$ cat src/rtl/fetch_sequencer.sv
// rtl/fetch_sequencer.sv - RV32I instruction fetch sequencer; optional perf counters under FETCH_PERF_COUNTERS_EN
module fetch_sequencer #(
  parameter int               WIDTH    = 32,
  parameter logic [WIDTH-1:0] RESET_PC = '0
) (
  input  logic             clk,
  input  logic             rst,
  input  logic             stall,
  input  logic             redirect,
  input  logic [WIDTH-1:0] redirect_target,
  output logic             imem_req_valid,
  input  logic             imem_req_ready,
  output logic [WIDTH-1:0] imem_addr,
  input  logic             imem_resp_valid,
  input  logic [31:0]      imem_resp_data,
  output logic             instr_valid,
  output logic [31:0]      instr,
  output logic [WIDTH-1:0] instr_pc,
  output logic [WIDTH-1:0] instr_pc_plus4
`ifdef FETCH_PERF_COUNTERS_EN
  ,
  output logic [31:0]      fetch_count,
  output logic [31:0]      discard_count
`endif
);

  typedef enum logic [1:0] {BOOT, REQ, WAIT, HOLD} state_t;

  localparam logic [WIDTH-1:0] PC_STEP  = WIDTH'(4);
  localparam logic [WIDTH-1:0] ALIGN_MASK = ~(WIDTH'(3));

  state_t           state;
  state_t           state_next;
  logic [WIDTH-1:0] pc;
  logic [WIDTH-1:0] pc_plus4;
  logic             discard;
  logic [31:0]      buf_instr;
  logic [WIDTH-1:0] buf_pc;

  logic slot_free;
  logic req_fire;
  logic resp_drop;
  logic load_resp;
  logic store_resp;
  logic load_buf;

  // The decode slot can take a new word when empty or being consumed this cycle.
  assign slot_free  = !instr_valid || !stall;
  assign pc_plus4   = pc + PC_STEP;
  assign req_fire   = (state == REQ) && slot_free && imem_req_ready;
  // A response is thrown away if it was already stale or a redirect lands with it.
  assign resp_drop  = (state == WAIT) && imem_resp_valid && (discard || redirect);
  assign load_resp  = (state == WAIT) && imem_resp_valid && !discard && !redirect && slot_free;
  assign store_resp = (state == WAIT) && imem_resp_valid && !discard && !redirect && !slot_free;
  assign load_buf   = (state == HOLD) && !redirect && slot_free;

  // State register.
  always_ff @(posedge clk or negedge rst) begin
    if (!rst) state <= BOOT;
    else      state <= state_next;
  end

  // Next-state: redirect only matters where it changes the normal path (HOLD exit).
  always_comb begin
    state_next = state;
    unique case (state)
      BOOT: state_next = REQ;
      REQ:  if (req_fire) state_next = WAIT;
      WAIT: if (imem_resp_valid) state_next = store_resp ? HOLD : REQ;
      HOLD: if (redirect || slot_free) state_next = REQ;
    endcase
  end

  // Request channel outputs; a request is only offered when its result has somewhere to go.
  always_comb begin
    imem_req_valid = (state == REQ) && slot_free;
    imem_addr      = pc;
  end

  // PC, stale-response flag, skid buffer and decode outputs.
  always_ff @(posedge clk or negedge rst) begin
    if (!rst) begin
      pc             <= RESET_PC;
      discard        <= 1'b0;
      buf_instr      <= '0;
      buf_pc         <= '0;
      instr_valid    <= 1'b0;
      instr          <= '0;
      instr_pc       <= '0;
      instr_pc_plus4 <= '0;
    end else if (redirect) begin
      pc          <= redirect_target & ALIGN_MASK;
      instr_valid <= 1'b0;
      buf_instr   <= '0;
      buf_pc      <= '0;
      if (req_fire || ((state == WAIT) && !imem_resp_valid)) discard <= 1'b1;
      else if (resp_drop)                                    discard <= 1'b0;
    end else begin
      if (resp_drop) discard <= 1'b0;
      if (load_resp || store_resp) pc <= pc_plus4;
      if (store_resp) begin
        buf_instr <= imem_resp_data;
        buf_pc    <= pc;
      end
      if (load_resp) begin
        instr          <= imem_resp_data;
        instr_pc       <= pc;
        instr_pc_plus4 <= pc_plus4;
        instr_valid    <= 1'b1;
      end else if (load_buf) begin
        instr          <= buf_instr;
        instr_pc       <= buf_pc;
        instr_pc_plus4 <= buf_pc + PC_STEP;
        instr_valid    <= 1'b1;
      end else if (instr_valid && !stall) begin
        instr_valid    <= 1'b0;
      end
    end
  end

`ifdef FETCH_PERF_COUNTERS_EN
  // Count words delivered to decode and responses thrown away.
  always_ff @(posedge clk or negedge rst) begin
    if (!rst) begin
      fetch_count   <= '0;
      discard_count <= '0;
    end else begin
      if (load_resp || load_buf) fetch_count   <= fetch_count + 32'd1;
      if (resp_drop)             discard_count <= discard_count + 32'd1;
    end
  end
`endif

endmodule
$ cat config.mk
export PLATFORM = sky130hd
export DESIGN_NAME = fetch_sequencer
export DESIGN_NICKNAME = d
export VERILOG_FILES = /design/src/rtl/fetch_sequencer.sv
export SDC_FILE = /design/constraint.sdc
export NUM_CORES = 1
export LEC_CHECK = 0
export ABC_AREA = 1
export BUFFER_PORTS_ARGS = -buffer_cell sky130_fd_sc_hd__buf_2
export CAP_MARGIN = 30
export CELL_PAD_IN_SITES_DETAIL_PLACEMENT = 0
export CELL_PAD_IN_SITES_GLOBAL_PLACEMENT = 1
export CORE_UTILIZATION = 36
export DETAILED_ROUTE_END_ITERATION = 12
export GPL_ROUTABILITY_DRIVEN = 0
export HOLD_SLACK_MARGIN = 0.12
export PLACE_DENSITY = 0.81
export RECOVER_POWER = 100
export SLEW_MARGIN = 20
export SYNTH_ARGS = -nofsm -noshare
export SYNTH_HDL_FRONTEND = slang
export SYNTH_SLANG_ARGS = --single-unit
$ cat constraint.sdc
create_clock -name clk -period 1.7 [get_ports clk]
set_input_delay 0.085 -clock clk [delete_from_list [all_inputs] [get_ports clk]]
set_output_delay 0.085 -clock clk [all_outputs]
set_load 0.1 [all_outputs]
Word-level counts from Yosys, hierarchy flattened

Cells that the tools add are included.

Mux-type cells: 24
Div/mod/pow operators: 0
Equal/unequal tests: 6
$mul: 0
$lt $le $gt $ge: 0
Add/sub/neg operators: 2
Bitwise gates (word level): 1
Shift-type cells: 0
Reductions and logical operators: 30

Operator list:

| operator                                              | count |
|---|---|
| 2-to-1 mux 32 bit                                     | 12 |
| adder 32 x 3 -> 32 bit, second input constant         | 2 |
| logical AND 1 bit                                     | 12 |
| 2-to-1 mux 2 bit                                      | 4 |
| one-hot mux 2 bit (4 select lines)                    | 1 |
| 2-to-1 mux 1 bit                                      | 7 |
| zero test 1 bit                                       | 6 |
| nonzero test 2 bit                                    | 3 |
| logical OR 1 bit                                      | 5 |
| == test 2 bit, second input constant                  | 2 |
| inequality test 2 bit, second input constant          | 2 |
| nonzero test 4 bit                                    | 1 |
| AND reduction 3 bit                                   | 1 |
| == test 2 x 1 -> 1 bit, second input constant         | 1 |
| zero test 2 bit                                       | 1 |
| inequality test 2 x 1 -> 1 bit, second input constant | 1 |
| AND reduction 2 bit                                   | 1 |
| NOT 1 bit                                             | 1 |

Output and inout bits: 130
Memory bits (read-only): 0
Logic and storage cells: 72
Input bits: 70
Memories kept: 0
Bits in latches: 0
Memory bits (writable): 0
Register bits after elaboration: 196

Logic depth before layout (Yosys ltp)

Gate-level depths: netlist of run 1.

Depth in word-level cells: 8
Mapped depth: 11
Gate-level depth less buffers: 11

Least setup slack after synthesis of run 1

No wires, ideal clock.

Path type: register -> register
Start point: register instr_valid
End point: register state[1]
Stages on the path, launching flop included: 8
Clock period less this slack: 3.112 ns
Data arrival time: 3.017 ns
Buffers on the path: 0
Setup time: 0.095 ns
Slack: -1.412 ns
Cell sequence: dfrtp_1 > nand2_1 > inv_1 > nor2_1 > nand2_1 > nand2_1 > nand3_1 > o31ai_1

Elaborated cells between the ends (all ways): 13
Classes of those cells: 2 x eq/ne; 3 x mux; 8 x reduce/logical

RTL lines:

| what                                   | RTL line | text |
|---|---|---|
| start, declared                        | 16       | `output logic instr_valid,` |
| start signal, assigned                 | 87       | `instr_valid <= 1'b0;` |
| start signal, assigned                 | 93       | `instr_valid <= 1'b0;` |
| start signal, assigned                 | 109      | `instr_valid <= 1'b1;` |
| zero test 1 bit                        | 48       | `assign slot_free = !instr_valid \|\| !stall;` |
| logical OR 1 bit                       | 48       |  |
| logical AND 1 bit                      | n/a      |  |
| net imem_req_valid                     | 11       | `output logic imem_req_valid,` |
| logical AND 1 bit                      | 50       | `assign req_fire = (state == REQ) && slot_free && imem_req_ready;` |
| inequality test 2 bit (no source line) | n/a      |  |
| AND reduction 3 bit (no source line)   | n/a      |  |
| end signal, assigned                   | 60       | `else state <= state_next;` |
| end, declared                          | 32       | `state_t state;` |

The timed path passes the listed nets, and every way through them passes these cells. The select of a mux whose other input is x is not followed.
A chain may end at the register's enable or synchronous reset.

Worst setup path in the final report of run 1

Start point: register state[0]
End point: register instr_pc_plus4[24]

Longest elaborated chain between the ends: 7
Elaborated cells between the ends (all ways): 11
Classes of those cells: 2 x eq/ne; 1 x mux; 8 x reduce/logical

RTL lines:

| what                                 | RTL line | text |
|---|---|---|
| == test 2 bit                        | 53       | `assign load_resp = (state == WAIT) && imem_resp_valid && !discard && !redirect && slot_free;` |
| logical AND 1 bit (4 in series)      | 53       |  |
| nonzero test 2 bit (no source line)  | n/a      |  |
| AND reduction 2 bit (no source line) | n/a      |  |
| end signal, assigned                 | 108      | `instr_pc_plus4 <= pc_plus4;` |
| end signal, assigned                 | 113      | `instr_pc_plus4 <= buf_pc + PC_STEP;` |
| end, declared                        | 19       | `output logic [WIDTH-1:0] instr_pc_plus4` |

Several ways; a longest one is shown, not always the timed one.

==> flow_summary_export.csv, run 1 <==
group,metric,value,unit
outcome,status,"finished with violations",
outcome,violations,"setup timing",
worst_hold_path,hp-class,"input pin to flip-flop",
global_route,grt_max_degree,60,
timing,rsz0062_at_grt,"true",
floorplan,ioPinCount,200,
route,drc,0,
timing,fin_ws,-0.0718,ns
worst_setup_path,cp.required,2.08,ns
floorplan,num_rows,59,
synth,synthCells,1183,
timing,maxSlewViolCount,0,
power_and_ir_drop,leakage,6.44,nW
synth,avgSynthCellArea,8.05,um2
timing,setup_viol,130,
floorplan,die_h,165,um
global_route,grt_pass1_vias,9119,
worst_setup_path,start_kind,"flip-flop",
route,drt_wl_total,34900,um
worst_hold_path,hp-start,"stall",
worst_setup_path,cp-end-kind,"flip-flop",
timing,hold_viol_final,0,
clock_tree,insertion_delay,0.44,ns
place,dp_hpwl,23400,um
route,viasPerCell,5.17,
floorplan,initial_core_util,36.7,%
clock_tree,clkTransAtPathRegs,0.07,ns
place,place_inst,1748,
clock_tree,clock_sinks,190,
synth,synth_cell_types,40,
synth,syn_area,0.00953,mm2
finish,fin_util,52.4,%
floorplan,die_x,165,um
synth,yosys_most_used_dff,"dfrtp_1",
timing,slew_headroom,19.2,%
place,io_buffers,195,
finish,drive_above_1_share,30.9,%
clock_tree,root_buffer,"clkbuf_16",
flow_run,cap_viol_max_count,0,
worst_setup_path,reg2reg_to,"instr_pc_plus4[24]$_DFFE_PN0P_",
timing,finalCritPeriodShare,104,%
synth,ys_top_cells_by_count,"366 x nand2_1, 190 x dfrtp_1, 145 x inv_1, 87 x nor2_1, 82 x nand3_1",
global_route,grt_pass1_wl,50500,um
worst_setup_path,slowest_stage,"dfrtp_1",
clock_tree,cts_tree,"built",
power_and_ir_drop,power.density,1500,mW/mm2
worst_setup_path,max_stage_delay,0.40,ns
route,vias,9674,
synth,synthTopCellsByArea,"dfrtp_1 50%, nand2_1 14%, inv_1 5.7%, nand3_1 4.3%, o221ai_1 4.1%",
worst_setup_path,cp_max_fo,8,
worst_setup_path,r2r_start,"state[0]$_DFFE_PN0P_",
synth,synth_edf_count,0,
synth,synth.most_common_cell,"nand2_1",
worst_setup_path,crit_chain,"inv_1 > ha_2 > nand3_2 > nor2_4 > nand2_8 > nand2_8 > inv_12 > buf_12 > a21oi_2 > nand3_1 > nand2_1",
worst_setup_path,critPathMostFrequentCell,"nand2_8",
power_and_ir_drop,peakVddDrop,1.38,mV
worst_setup_path,worstRegToRegCells,11,
route,wire_per_inst,18.6,um
timing,layout_min_cycle_time,1.77,ns
synth,seq_area_frac_synth,49.9,%
clock_tree,cts_made_buffers,17,
worst_setup_path,crit_arrival,2.15,ns
finish,area_growth,43.0,%
finish,nNetsFinal,1598,
worst_setup_path,r2r_slack,-0.07,ns
floorplan,core,0.0260,mm2
timing,whs,0.177,ns
clock_tree,htree_levels,4,
global_route,grt_overflow_total,0,
route,drt_iter0_markers,734,
power_and_ir_drop,power.total,20.5,mW
timing,finalClockSkew,0.00877,ns
timing,max_freq,564,MHz
route,ant_nets,0,
synth,ys_warn_count,0,
synth,async_reset_ff_share,100,%
timing,tns,-3.22,ns
synth,synth_area_leader_cell,"dfrtp_1",
global_route,antenna_found_initial,0,
global_route,grt_usage,24.7,%
timing,worstMarginPinSlew,1.21,ns
finish,insertedDiodeCount,0,
finish,instances_no_fill,1870,
synth,ys_ff_latch,190,
worst_hold_path,min_to,"instr_valid$_DFFE_PN0P_",
floorplan,die_area,0.0271,mm2
clock_tree,cts_buffer_depth,2,
worst_hold_path,hold_depth,4,
route,first_pass_iters,7,
synth,synth_top_area_share,49.9,%
worst_setup_path,startpoint,"state[0]$_DFFE_PN0P_",
worst_setup_path,path_class,"flip-flop to flip-flop",
## where the power goes
| part | internal (mW) | switching, mW |
|---|---|---|
| Clock | 2.14 | 1.96 |
| Combinational | 2.02 | 8.27 |
| Sequential | 5.40 | 0.695 |
| Total | 9.56 | 10.9 |
## metal layers
metal | vias to the layer above | share of wire (%) | GRT usage, %
li1 | 4563 | - | -
met1 | 4712 | 46 | 34.7
met2 | 338 | 46 | 39.0
met3 | 61 | 5.5 | 3.77
met4 | 0 | 3.2 | 7.96
met5 | - | 0 | 0
## sequential cells by signal, indices dropped and copies added (netlist names)
name,count
buf_instr,32
buf_pc,31
discard,1
imem_addr,30
instr,32
instr_pc,31
instr_pc_plus4,30
instr_valid,1
state,2
## critical path: cells and delay by family (launching register included)
kind / cells / cell delay (ns)
AO/OA/AOI/OAI: 1 / 0.12
adder cells (fa/ha/maj): 1 / 0.18
buffers and inverters: 3 / 0.28
flip-flops: 1 / 0.40
AND/OR/NAND/NOR: 6 / 0.70
## kinds of logic (layout without fill, tap and decap cells)
group           after synthesis  in the layout  synth area share, %
simple gates                574            574                 25.0
buf+inv                     207            558                 9.09
flops                       190            190                 49.9
compound gates              188            188                 13.6
xor+xnor                     17             17                 1.56
fa+ha+maj                     6              6                0.788
other cells                   1              2               0.0394
## timing repair
item / CTS / global route
gates resized for setup: 28 / 103
setup buffers: 5 / 9
setup endpoints to repair: 158 / 180
gates cloned: 1 / 10
hold endpoints to repair: 288 / 0
hold buffers: 66 / 0
pin swaps: 6 / 13
## worst max-delay path by stage
stage | end | slack (ns)
6_report | instr_pc_plus4[24]$_DFFE_PN0P_ | -0.07
5_1_grt | instr_pc_plus4[24]$_DFFE_PN0P_ | -0.16
4_1_cts | instr_pc_plus4[13]$_DFFE_PN0P_ | -0.04
3_5_place_dp | instr_pc_plus4[25]$_DFFE_PN0P_ | -0.1
3_3_place_gp | instr_pc_plus4[25]$_DFFE_PN0P_ | -0.08
2_1_floorplan | state[1]$_DFFE_PN0P_ | -0.20
## through the flow
stage,area [um2],worst slack [ns]
after CTS,13000,-0.0367
final,13600,-0.0718
after floorplan,9620,-0.202
after global placement,11600,-0.0805
after detailed placement,11600,-0.0992
after global routing,13600,-0.164
## area by class of cell
class / count / area (um2)
Clock inverter: 13 / 130
Clock buffer: 19 / 453
Timing Repair Buffer: 376 / 2920
Fill cell: 2497 / 12400
Tap cell: 335 / 419
Multi-Input combinational cell: 787 / 4300
Inverter: 150 / 586
Sequential cell: 190 / 4810
## placed cells by master, fill, tap and decap left out, types with 10 or more instances in the layout
| cell type | Yosys | final |
|---|---|---|
| buf_4 | 8 | 75 |
| nand2_2 | 6 | 20 |
| o221ai_2 | 0 | 12 |
| o22ai_1 | 55 | 52 |
| dlygate4sd3_1 | 0 | 66 |
| clkbuf_2 | 0 | 127 |
| dfrtp_2 | 0 | 23 |
| o211ai_1 | 39 | 39 |
| clkbuf_16 | 0 | 25 |
| dfrtp_1 | 190 | 161 |
| nand3_1 | 82 | 75 |
| o21ai_1 | 2 | 17 |
| nor2_2 | 9 | 13 |
| buf_12 | 0 | 13 |
| xor2_1 | 16 | 14 |
| inv_1 | 145 | 138 |
| buf_6 | 2 | 16 |
| nor2_1 | 87 | 78 |
| buf_2 | 31 | 67 |
| o21ai_0 | 27 | 10 |
| o221ai_1 | 45 | 33 |
| nand2_1 | 366 | 346 |
No activity file was read; power rests on OpenSTA's default activity.
==> run 2: changes to the inputs <==
- CORE_UTILIZATION: 36 -> 30
- PLACE_DENSITY: 0.81 -> 0.7
- SLEW_MARGIN: 20 -> default
==> flow_summary_export.csv, run 2 (synthesis gave the netlist of run 1 again) <==
group,metric,value,unit
finish,multi_input_area,0.00417,mm2
finish,layout_common_cells,"355 x nand2_1, 159 x dfrtp_1, 138 x inv_1",
clock_tree,cts_made_buffers,17,
route,first_pass_iters,5,
floorplan,die_area,0.0325,mm2
finish,final_common_cell,"nand2_1",
timing,finalClockSkew,0.0182,ns
floorplan,num_rows,64,
worst_setup_path,cp-end-kind,"flip-flop",
route,drc,0,
finish,nNetsFinal,1613,
finish,area_growth,44.2,%
clock_tree,root_buffer,"clkbuf_16",
finish,ff_latch_area,0.00481,mm2
place,dp_hpwl,25300,um
finish,drive_above_1_share,29.9,%
finish,insertedDiodeCount,0,
power_and_ir_drop,leakage,6.51,nW
global_route,grt_pass1_vias,9429,
worst_hold_path,hp-start,"redirect_target[5]",
global_route,grt_max_degree,45,
timing,layout_min_cycle_time,1.76,ns
finish,reg.largest.list,"buf_instr (32), instr (32)",
timing,hold_viol_final,0,
floorplan,initial_core_util,30.8,%
timing,rsz0062_at_grt,"true",
timing,slew_headroom,61.0,%
timing,maxSlewViolCount,0,
place,io_buffers,195,
clock_tree,cts_buffer_depth,2,
worst_hold_path,min_to,"imem_addr[5]$_DFFE_PN0P_",
route,wire_per_inst,18.9,um
finish,fin_util,44.4,%
worst_setup_path,r2r_slack,-0.06,ns
worst_setup_path,reg2reg_to,"instr_pc_plus4[15]$_DFFE_PN0P_",
timing,worstMarginPinSlew,0.588,ns
power_and_ir_drop,power.density,1490,mW/mm2
worst_setup_path,cp_max_fo,11,
outcome,violations,"setup timing",
worst_setup_path,worstRegToRegCells,10,
clock_tree,htree_levels,4,
finish,fillers,3158,
floorplan,die_x,180,um
worst_hold_path,hp-class,"input pin to flip-flop",
timing,fin_ws,-0.0593,ns
worst_setup_path,start_kind,"flip-flop",
floorplan,ioPinCount,200,
clock_tree,insertion_delay,0.45,ns
route,ant_nets,0,
flow_run,cap_viol_max_count,0,
timing,finalCritPeriodShare,103,%
floorplan,die_h,180,um
floorplan,core,0.0309,mm2
worst_setup_path,crit_arrival,2.10,ns
worst_setup_path,r2r_start,"state[0]$_DFFE_PN0P_",
global_route,grt_usage,21.9,%
worst_hold_path,hold_depth,4,
outcome,status,"finished with violations",
timing,setup_viol,126,
clock_tree,clkTransAtPathRegs,0.08,ns
clock_tree,cts_tree,"built",
worst_setup_path,path_class,"flip-flop to flip-flop",
route,viasPerCell,4.90,
route,drt_wl_total,36800,um
route,vias,9534,
route,drt_iter0_markers,780,
global_route,antenna_found_initial,0,
clock_tree,clock_sinks,190,
worst_setup_path,cp.required,2.04,ns
power_and_ir_drop,power.total,20.5,mW
power_and_ir_drop,peakVddDrop,0.958,mV
global_route,grt_overflow_total,0,
global_route,grt_pass1_wl,54500,um
timing,max_freq,568,MHz
[run 2: worst max-delay path by stage]
stage / slack, ns / from / depth (start not counted) / to
3_3_place_gp: -0.07 / state[0]$_DFFE_PN0P_ / 10 / instr_pc_plus4[2]$_DFFE_PN0P_
6_report: -0.06 / state[0]$_DFFE_PN0P_ / 10 / instr_pc_plus4[15]$_DFFE_PN0P_
5_1_grt: -0.17 / state[0]$_DFFE_PN0P_ / 9 / instr_pc_plus4[4]$_DFFE_PN0P_
3_5_place_dp: -0.08 / state[0]$_DFFE_PN0P_ / 11 / instr_pc_plus4[10]$_DFFE_PN0P_
4_1_cts: -0.02 / state[0]$_DFFE_PN0P_ / 11 / instr_pc_plus4[6]$_DFFE_PN0P_
2_1_floorplan: -0.20 / instr_valid$_DFFE_PN0P_ / 7 / state[1]$_DFFE_PN0P_
[run 2: layout make-up]
cell class                 count  area share (%)
inverter                     150            4.24
tap                          396            3.61
clock buffer                  17            3.10
timing repair inverter         1          0.0638
clock inverter                15            1.28
multi-input combinational    787            30.3
sequential                   190            35.0
timing repair buffer         390            22.4
[run 2: report_power, final]
group,internal [mW],leakage [nW],switching [mW],total (mW)
logic,1.88,3.72,8.22,10.1
registers,5.40,2.52,0.681,6.08
clock network,2.23,0.283,2.04,4.27
total,9.51,6.51,10.9,20.5
[run 2: per-stage QoR]
stage	instances	setup slack (ns)	cell area, um2	setup TNS (ns)	hold WS [ns]
final	1946	-0.0593	13700	-2.47	0.363
after global routing	1946	-0.168	13700	-17.19	0.372
after CTS	1924	-0.0237	13100	-0.167	0.350
after detailed placement	1822	-0.0771	11800	-1.71	0.0392
after global placement	1822	-0.0693	11800	-1.11	0.0348
after floorplan	1184	-0.202	9620	-0.454	-0.211
[run 2: what timing repair did]
item | in CTS | in global routing
gates cloned | 0 | 12
hold endpoints to repair | 290 | 0
gates resized for setup | 10 | 81
hold buffers | 69 | 0
pin swaps | 3 | 16
endpoints found under the setup margin | 118 | 187
setup buffers | 1 | 11
[run 2: metal layers]
metal	part of all wire, %	wire length, um	vias up	global-route usage [%]
li1	-	-	4598	-
met1	46	17000	4614	30.7
met2	47	17200	283	35.3
met3	4.9	1790	39	2.87
met4	2.1	756	0	5.95
met5	0	0	-	0
[run 2: worst max-delay path: stages, from the launching register on]
cell and delay [ns]:
dfrtp_1 0.39, buf_4 0.16, ha_1 0.22, nand2_2 0.09, nor2_4 0.05, inv_2 0.10
nand2_8 0.10, buf_6 0.18, or2_2 0.27, nand2_1 0.07, nor2_1 0.04
